### src/rtl/mem_port_arbiter_pkg.sv
// mem_port_arbiter_pkg
//   Shared definitions for the I/D memory port arbiter.
//   - arb_state_e : FSM state, encoded so that the state value is also the
//                   one-hot grant vector (00 idle, 01 I owns, 10 D owns).
//   - GNT_I_BIT / GNT_D_BIT : bit positions of each owner in the grant vector.
//   - STREAK_W    : width of the D-streak (starvation) counter.
package mem_port_arbiter_pkg;

    typedef enum logic [1:0] {
        ARB_IDLE  = 2'b00,
        ARB_GNT_I = 2'b01,
        ARB_GNT_D = 2'b10
    } arb_state_e;

    localparam int GNT_I_BIT = 0;
    localparam int GNT_D_BIT = 1;

    // Holds STARVE_LIMIT values up to 15.
    localparam int STREAK_W  = 4;

endpackage

### src/rtl/mem_port_arbiter_starve_ctr.sv
// arb_starve_ctr
//   Saturating count of D transactions completed while the I-cache was
//   waiting. When the count reaches STARVE_LIMIT the arbiter lets I win the
//   next simultaneous request.
//   Ports:
//     clk, clrn   : clock, asynchronous active-low reset
//     inc_i       : a D transaction completed while I was requesting
//     clr_i       : restart the streak (I granted, or I not requesting)
//     at_limit_o  : streak has reached STARVE_LIMIT
module arb_starve_ctr
    import mem_port_arbiter_pkg::*;
#(
    parameter int STARVE_LIMIT = 4   // legal range 1..15
) (
    input  logic clk,
    input  logic clrn,
    input  logic inc_i,
    input  logic clr_i,
    output logic at_limit_o
);

    localparam logic [STREAK_W-1:0] LIMIT = STREAK_W'(STARVE_LIMIT);

    logic [STREAK_W-1:0] streak_q, streak_d;

    always_comb begin
        streak_d = streak_q;
        if (clr_i)
            streak_d = '0;
        else if (inc_i && (streak_q != LIMIT))
            streak_d = streak_q + 1'b1;
    end

    always_ff @(posedge clk or negedge clrn) begin
        if (!clrn)
            streak_q <= '0;
        else
            streak_q <= streak_d;
    end

    assign at_limit_o = (streak_q == LIMIT);

endmodule

### src/rtl/mem_port_arbiter.sv
// mem_port_arbiter
//   Shares one memory port between the instruction cache (reads only) and
//   the write-through data cache (read misses and all writes). One
//   transaction at a time, strobe/ready handshake on every side. D has
//   priority; after STARVE_LIMIT back-to-back D completions with I waiting,
//   I is forced ahead of D.
//   Ports:
//     clk, clrn                 : clock, asynchronous active-low reset
//     i_a, i_strobe             : I-cache read request
//     i_din, i_ready            : I-cache read data / completion pulse
//     d_a, d_dout, d_rw, d_strobe : D-cache request (d_rw 1 = write)
//     d_din, d_ready            : D-cache read data / completion pulse
//     m_a, m_din, m_rw, m_strobe : memory request
//     m_dout, m_ready           : memory read data / completion pulse
//     grant                     : 01 I owns port, 10 D owns port, 00 idle
module mem_port_arbiter
    import mem_port_arbiter_pkg::*;
#(
    parameter int A_WIDTH      = 32,
    parameter int STARVE_LIMIT = 4
) (
    input  logic               clk,
    input  logic               clrn,
    // I-cache side
    input  logic [A_WIDTH-1:0] i_a,
    input  logic               i_strobe,
    output logic [31:0]        i_din,
    output logic               i_ready,
    // D-cache side
    input  logic [A_WIDTH-1:0] d_a,
    input  logic [31:0]        d_dout,
    input  logic               d_rw,
    input  logic               d_strobe,
    output logic [31:0]        d_din,
    output logic               d_ready,
    // memory side
    output logic [A_WIDTH-1:0] m_a,
    output logic [31:0]        m_din,
    output logic               m_rw,
    output logic               m_strobe,
    input  logic [31:0]        m_dout,
    input  logic               m_ready,
    // status
    output logic [1:0]         grant
);

    arb_state_e state_q, state_d;
    logic       at_limit;
    logic       starve_inc;
    logic       starve_clr;

    // ------------------------------------------------------------------
    // Starvation guard
    // ------------------------------------------------------------------
    // Count D completions that happened while I was still waiting; restart
    // whenever I gets the port or stops asking.
    assign starve_inc = (state_q == ARB_GNT_D) && m_ready && i_strobe;
    assign starve_clr = (state_q == ARB_IDLE) &&
                        (!i_strobe || (state_d == ARB_GNT_I));

    arb_starve_ctr #(
        .STARVE_LIMIT (STARVE_LIMIT)
    ) u_starve_ctr (
        .clk        (clk),
        .clrn       (clrn),
        .inc_i      (starve_inc),
        .clr_i      (starve_clr),
        .at_limit_o (at_limit)
    );

    // ------------------------------------------------------------------
    // FSM
    // ------------------------------------------------------------------
    always_ff @(posedge clk or negedge clrn) begin
        if (!clrn)
            state_q <= ARB_IDLE;
        else
            state_q <= state_d;
    end

    // Every grant returns to IDLE, which gives the mandatory bubble between
    // transactions (even for the same requester).
    always_comb begin
        state_d = state_q;
        case (state_q)
            ARB_IDLE: begin
                if (i_strobe && (!d_strobe || at_limit))
                    state_d = ARB_GNT_I;
                else if (d_strobe)
                    state_d = ARB_GNT_D;
            end
            ARB_GNT_I: begin
                // completion, or I withdrew its request
                if (m_ready || !i_strobe)
                    state_d = ARB_IDLE;
            end
            ARB_GNT_D: begin
                if (m_ready || !d_strobe)
                    state_d = ARB_IDLE;
            end
            default: state_d = ARB_IDLE;
        endcase
    end

    // ------------------------------------------------------------------
    // Port mux
    // ------------------------------------------------------------------
    // Request-side outputs depend only on the registered owner and the
    // owner's own inputs, so m_ready never reaches m_strobe/m_a/m_rw.
    always_comb begin
        m_strobe = 1'b0;
        m_rw     = 1'b0;
        m_a      = '0;
        m_din    = '0;
        i_ready  = 1'b0;
        d_ready  = 1'b0;
        case (state_q)
            ARB_GNT_I: begin
                m_strobe = i_strobe;
                m_a      = i_a;
                i_ready  = m_ready;
            end
            ARB_GNT_D: begin
                m_strobe = d_strobe;
                m_a      = d_a;
                m_din    = d_dout;
                m_rw     = d_rw;
                d_ready  = m_ready;
            end
            default: ;
        endcase
    end

    assign grant = state_q;

    // Read data goes to both sides; each cache only takes it with its ready.
    assign i_din = m_dout;
    assign d_din = m_dout;

endmodule

### config.mk
export PLATFORM = sky130hd
export DESIGN_NAME = mem_port_arbiter
export DESIGN_NICKNAME = d
export VERILOG_FILES = /design/src/rtl/mem_port_arbiter_pkg.sv /design/src/rtl/mem_port_arbiter_starve_ctr.sv /design/src/rtl/mem_port_arbiter.sv
export SDC_FILE = /design/constraint.sdc
export NUM_CORES = 1
export LEC_CHECK = 0
export CORE_AREA = 2 2 103 105
export DETAILED_ROUTE_END_ITERATION = 6
export DIE_AREA = 0 0 105 107
export GPL_ROUTABILITY_DRIVEN = 0
export SYNTH_ARGS = -nofsm -noshare
export SYNTH_HDL_FRONTEND = slang
export SYNTH_SLANG_ARGS = --single-unit
### constraint.sdc
create_clock -name clk -period 2.5 [get_ports clk]
set_input_delay 0.625 -clock clk [delete_from_list [all_inputs] [get_ports clk]]
set_output_delay 0.625 -clock clk [all_outputs]
set_load 0.05 [all_outputs]
==> results.md <==
- Yosys synthesis warning count: 0
- Most common cell in the netlist: buf_4
- Die height: between 100 and 150 um
- Insertion delay to the later sink of the worst-skew pair: 0.23 ns
- Endpoints failing hold: 0
- Drt drc: 0
- Asr flop ratio synth: 1.000
- Avg Inst Size Synth: 7.426 um^2
- Share of cells above drive strength 1: 0.3675
- Flop2flop setup slack: 0.51 ns
- Crit path launch type: input port
- Reg clk slew, reported paths: 0.04 ns
- Starting Density: 0.1692
- Initial antenna violation count: 0
- Drt wl/cell: approximately 15 um
- Largest net degree at the start of global routing: 46
- Cts repair resizes: 0
- Clock share of power: 0.040
- EDFF count, synth: 0
- Final wirelength: 6881 um
- Post-synth top area share: 0.2813
- Via count: between 1500 and 2000
- Postcts setup bufs: 0
- Final min period: roughly 2.4 ns
- Sequential share of the synthesized area: 0.08791
- Nature of the critical path endpoint: output port
- FMAX: approximately 410 MHz
- DRT antenna net count: 0
- Req. time, crit path: 1.88 ns
- Hpwl dp: a little under 6000 um
- Worst VDD drop: 590.8 uV
- Syn Std Cell Area: 0.001708 mm^2
- CP max FO: 4
- DR pass1 iterations: 5
- Overflow after GRT: 0
- Post-synth top cells: buf_4, and2_1, a22oi_1, nor2b_1, clkbuf_1
- Leakage: 1.538 nW
- Fin area: between 0.004 and 0.005 mm^2
- Setup TNS: 0 ns
- Gr usage total: 0.1156
- Core area: 0.01009 mm^2
- Crit Path Category: in2out
- First DRT Iteration DRCs: 64
- Max-Cap Viols: 0
- Met1 Wirelength: between 2000 and 2500 um
- DR top layer: met4
- P_sw: about 0.0021 W
- Clock Tree Buf Depth: 2
- Power Dens Cells: slightly above 1000 mW/mm^2
- #FFs+latches synth: 6
- Ys flop type: dfrtp_1
- Post-placement cell count: 464
- Utilization after layout: 0.4050
- Filler cell count: 1015
- Clock Sinks: 6
- Share of power burned in registers: 0.039
- Status: completed
- Area Overhead vs Synth: 139.3%
- Combinational Power Share: 0.921
- Synth area leaders: buf_4, a22oi_1, and2_1, nor2b_1, dfrtp_1
- Sw Share: 0.4926
- Slew headroom: 0.6651
- Placement Cell Area: 0.004013 mm^2
- Syn_nets: 370
- Finish-stage setup viols: 0
- Die area: 0.01124 mm^2
- Ant diodes: 0
- H-tree Lvls: 1
- Final nets: 473
- Num CTS Buffers: 3
- Slew @ Worst Pin: 0.5008 ns
- Total Power: about 0.0042 W
- CTS tree: built
- Int Power: 0.002122 W
- Min-delay worst type: reg2reg
- Hold buffer count at cts: 0
- DR WL met3: about 430 um
- Fin. max-slew vios: 0
- Clk Tree Root Cell: clkbuf_8
- Worst EP arrival: 1.80 ns
- Non-filler instance count after layout: 468
- Ports: about 270
- First-pass GRT wire length: 10530 um
- RSZ-0062 raised after global routing: no
- Met2 wire length: roughly 4000 um
- Die Wd: between 100 and 150 um
- Final Cycle Share: 0.9711
- Buffers on Ports: 171
- Cell taking the most area after synthesis: buf_4
- Gate Count Post-Synth: 230
- Via density: 4.105
- Vias in the first global route: 2079
- Library cells used by synthesis: 32
- Num rows: 37
- Worst Skew: approximately 0.003 ns
## area by class of cell
cell class / instances / area (um^2) / area share
clock buffer: 4 / 45.04 / 0.01102
inverter: 5 / 18.77 / 0.004591
tap: 136 / 170.2 / 0.04163
multi-input combinational: 139 / 1227 / 0.3003
timing repair buffer: 178 / 2474 / 0.6051
sequential: 6 / 152.6 / 0.03734
## through the flow
stage	hold WS [ns]	setup WS, ns
finish	0.5952	0.07213
global route	0.6413	0.01902
CTS	0.5921	0.04455
detailed placement	0.5828	0.07639
global placement	0.5610	0.09860
floorplan	0.3294	-0.08101
## worst paths after layout
| path | from | to | depth (start not counted) |
|---|---|---|---|
| setup / recovery | d_strobe | m_strobe | 4 |
| hold / removal | u_starve_ctr.streak_q[3] | u_starve_ctr.streak_q[3] | 2 |
| setup reg to reg | grant[0] | u_starve_ctr.streak_q[3] | 7 |
| hold reg to reg | u_starve_ctr.streak_q[3] | u_starve_ctr.streak_q[3] | 2 |
| max in group asynchronous | clrn | grant[0] | 1 |
| min in group asynchronous | clrn | grant[1] | 1 |
## sequential cells by signal, summed over array words and instances (netlist names)
register	cells
u_starve_ctr.streak_q	4
grant	2
## critical path: stages
cell and delay (ns):
clkdlybuf4s50_1 0.47, a22oi_2 0.30, and2b_1 0.24, buf_12 0.15
## cell usage in the layout, fill, tap and decap left out, types with 2 or more instances in the layout
cell	Yosys	routed
nand3_1	3	3
nor2b_4	0	28
xnor2_1	2	2
a22oi_1	32	27
nor2_1	3	3
a21oi_1	4	4
inv_1	5	5
clkdlybuf4s50_1	0	103
and2_1	35	35
buf_4	64	4
a22oi_2	1	6
dfrtp_1	6	4
ha_1	6	5
and2b_1	2	2
a211oi_1	3	3
nor2b_2	0	4
dfrtp_2	0	2
nand3b_1	2	2
clkbuf_8	0	3
buf_12	0	70
## per-layer routing
layer	up-vias	GRT usage
met2	85	0.2314
met3	36	0.02614
met5	-	0
met4	0	0.04857
met1	888	0.1128
li1	912	-
## cell families (layout without fill, tap and decap cells)
family,after synthesis,after routing,share of synthesized area
compound gates,44,44,0.1963
xor+xnor,3,3,0.01539
fa+ha+maj,6,6,0.04395
buf+inv,85,187,0.3385
flops,6,6,0.08791
simple gates,86,86,0.3179
## power by group through the flow
stage               sequential (W)  clock (W)  combinational, W
floorplan                 0.000198          0           0.00238
global placement          0.000162          0           0.00383
detailed placement        0.000163          0           0.00387
CTS                       0.000163   0.000173           0.00388
global route              0.000168   0.000176           0.00403
finish                    0.000164   0.000166           0.00385
No activity file was read; power rests on OpenSTA's default activity.
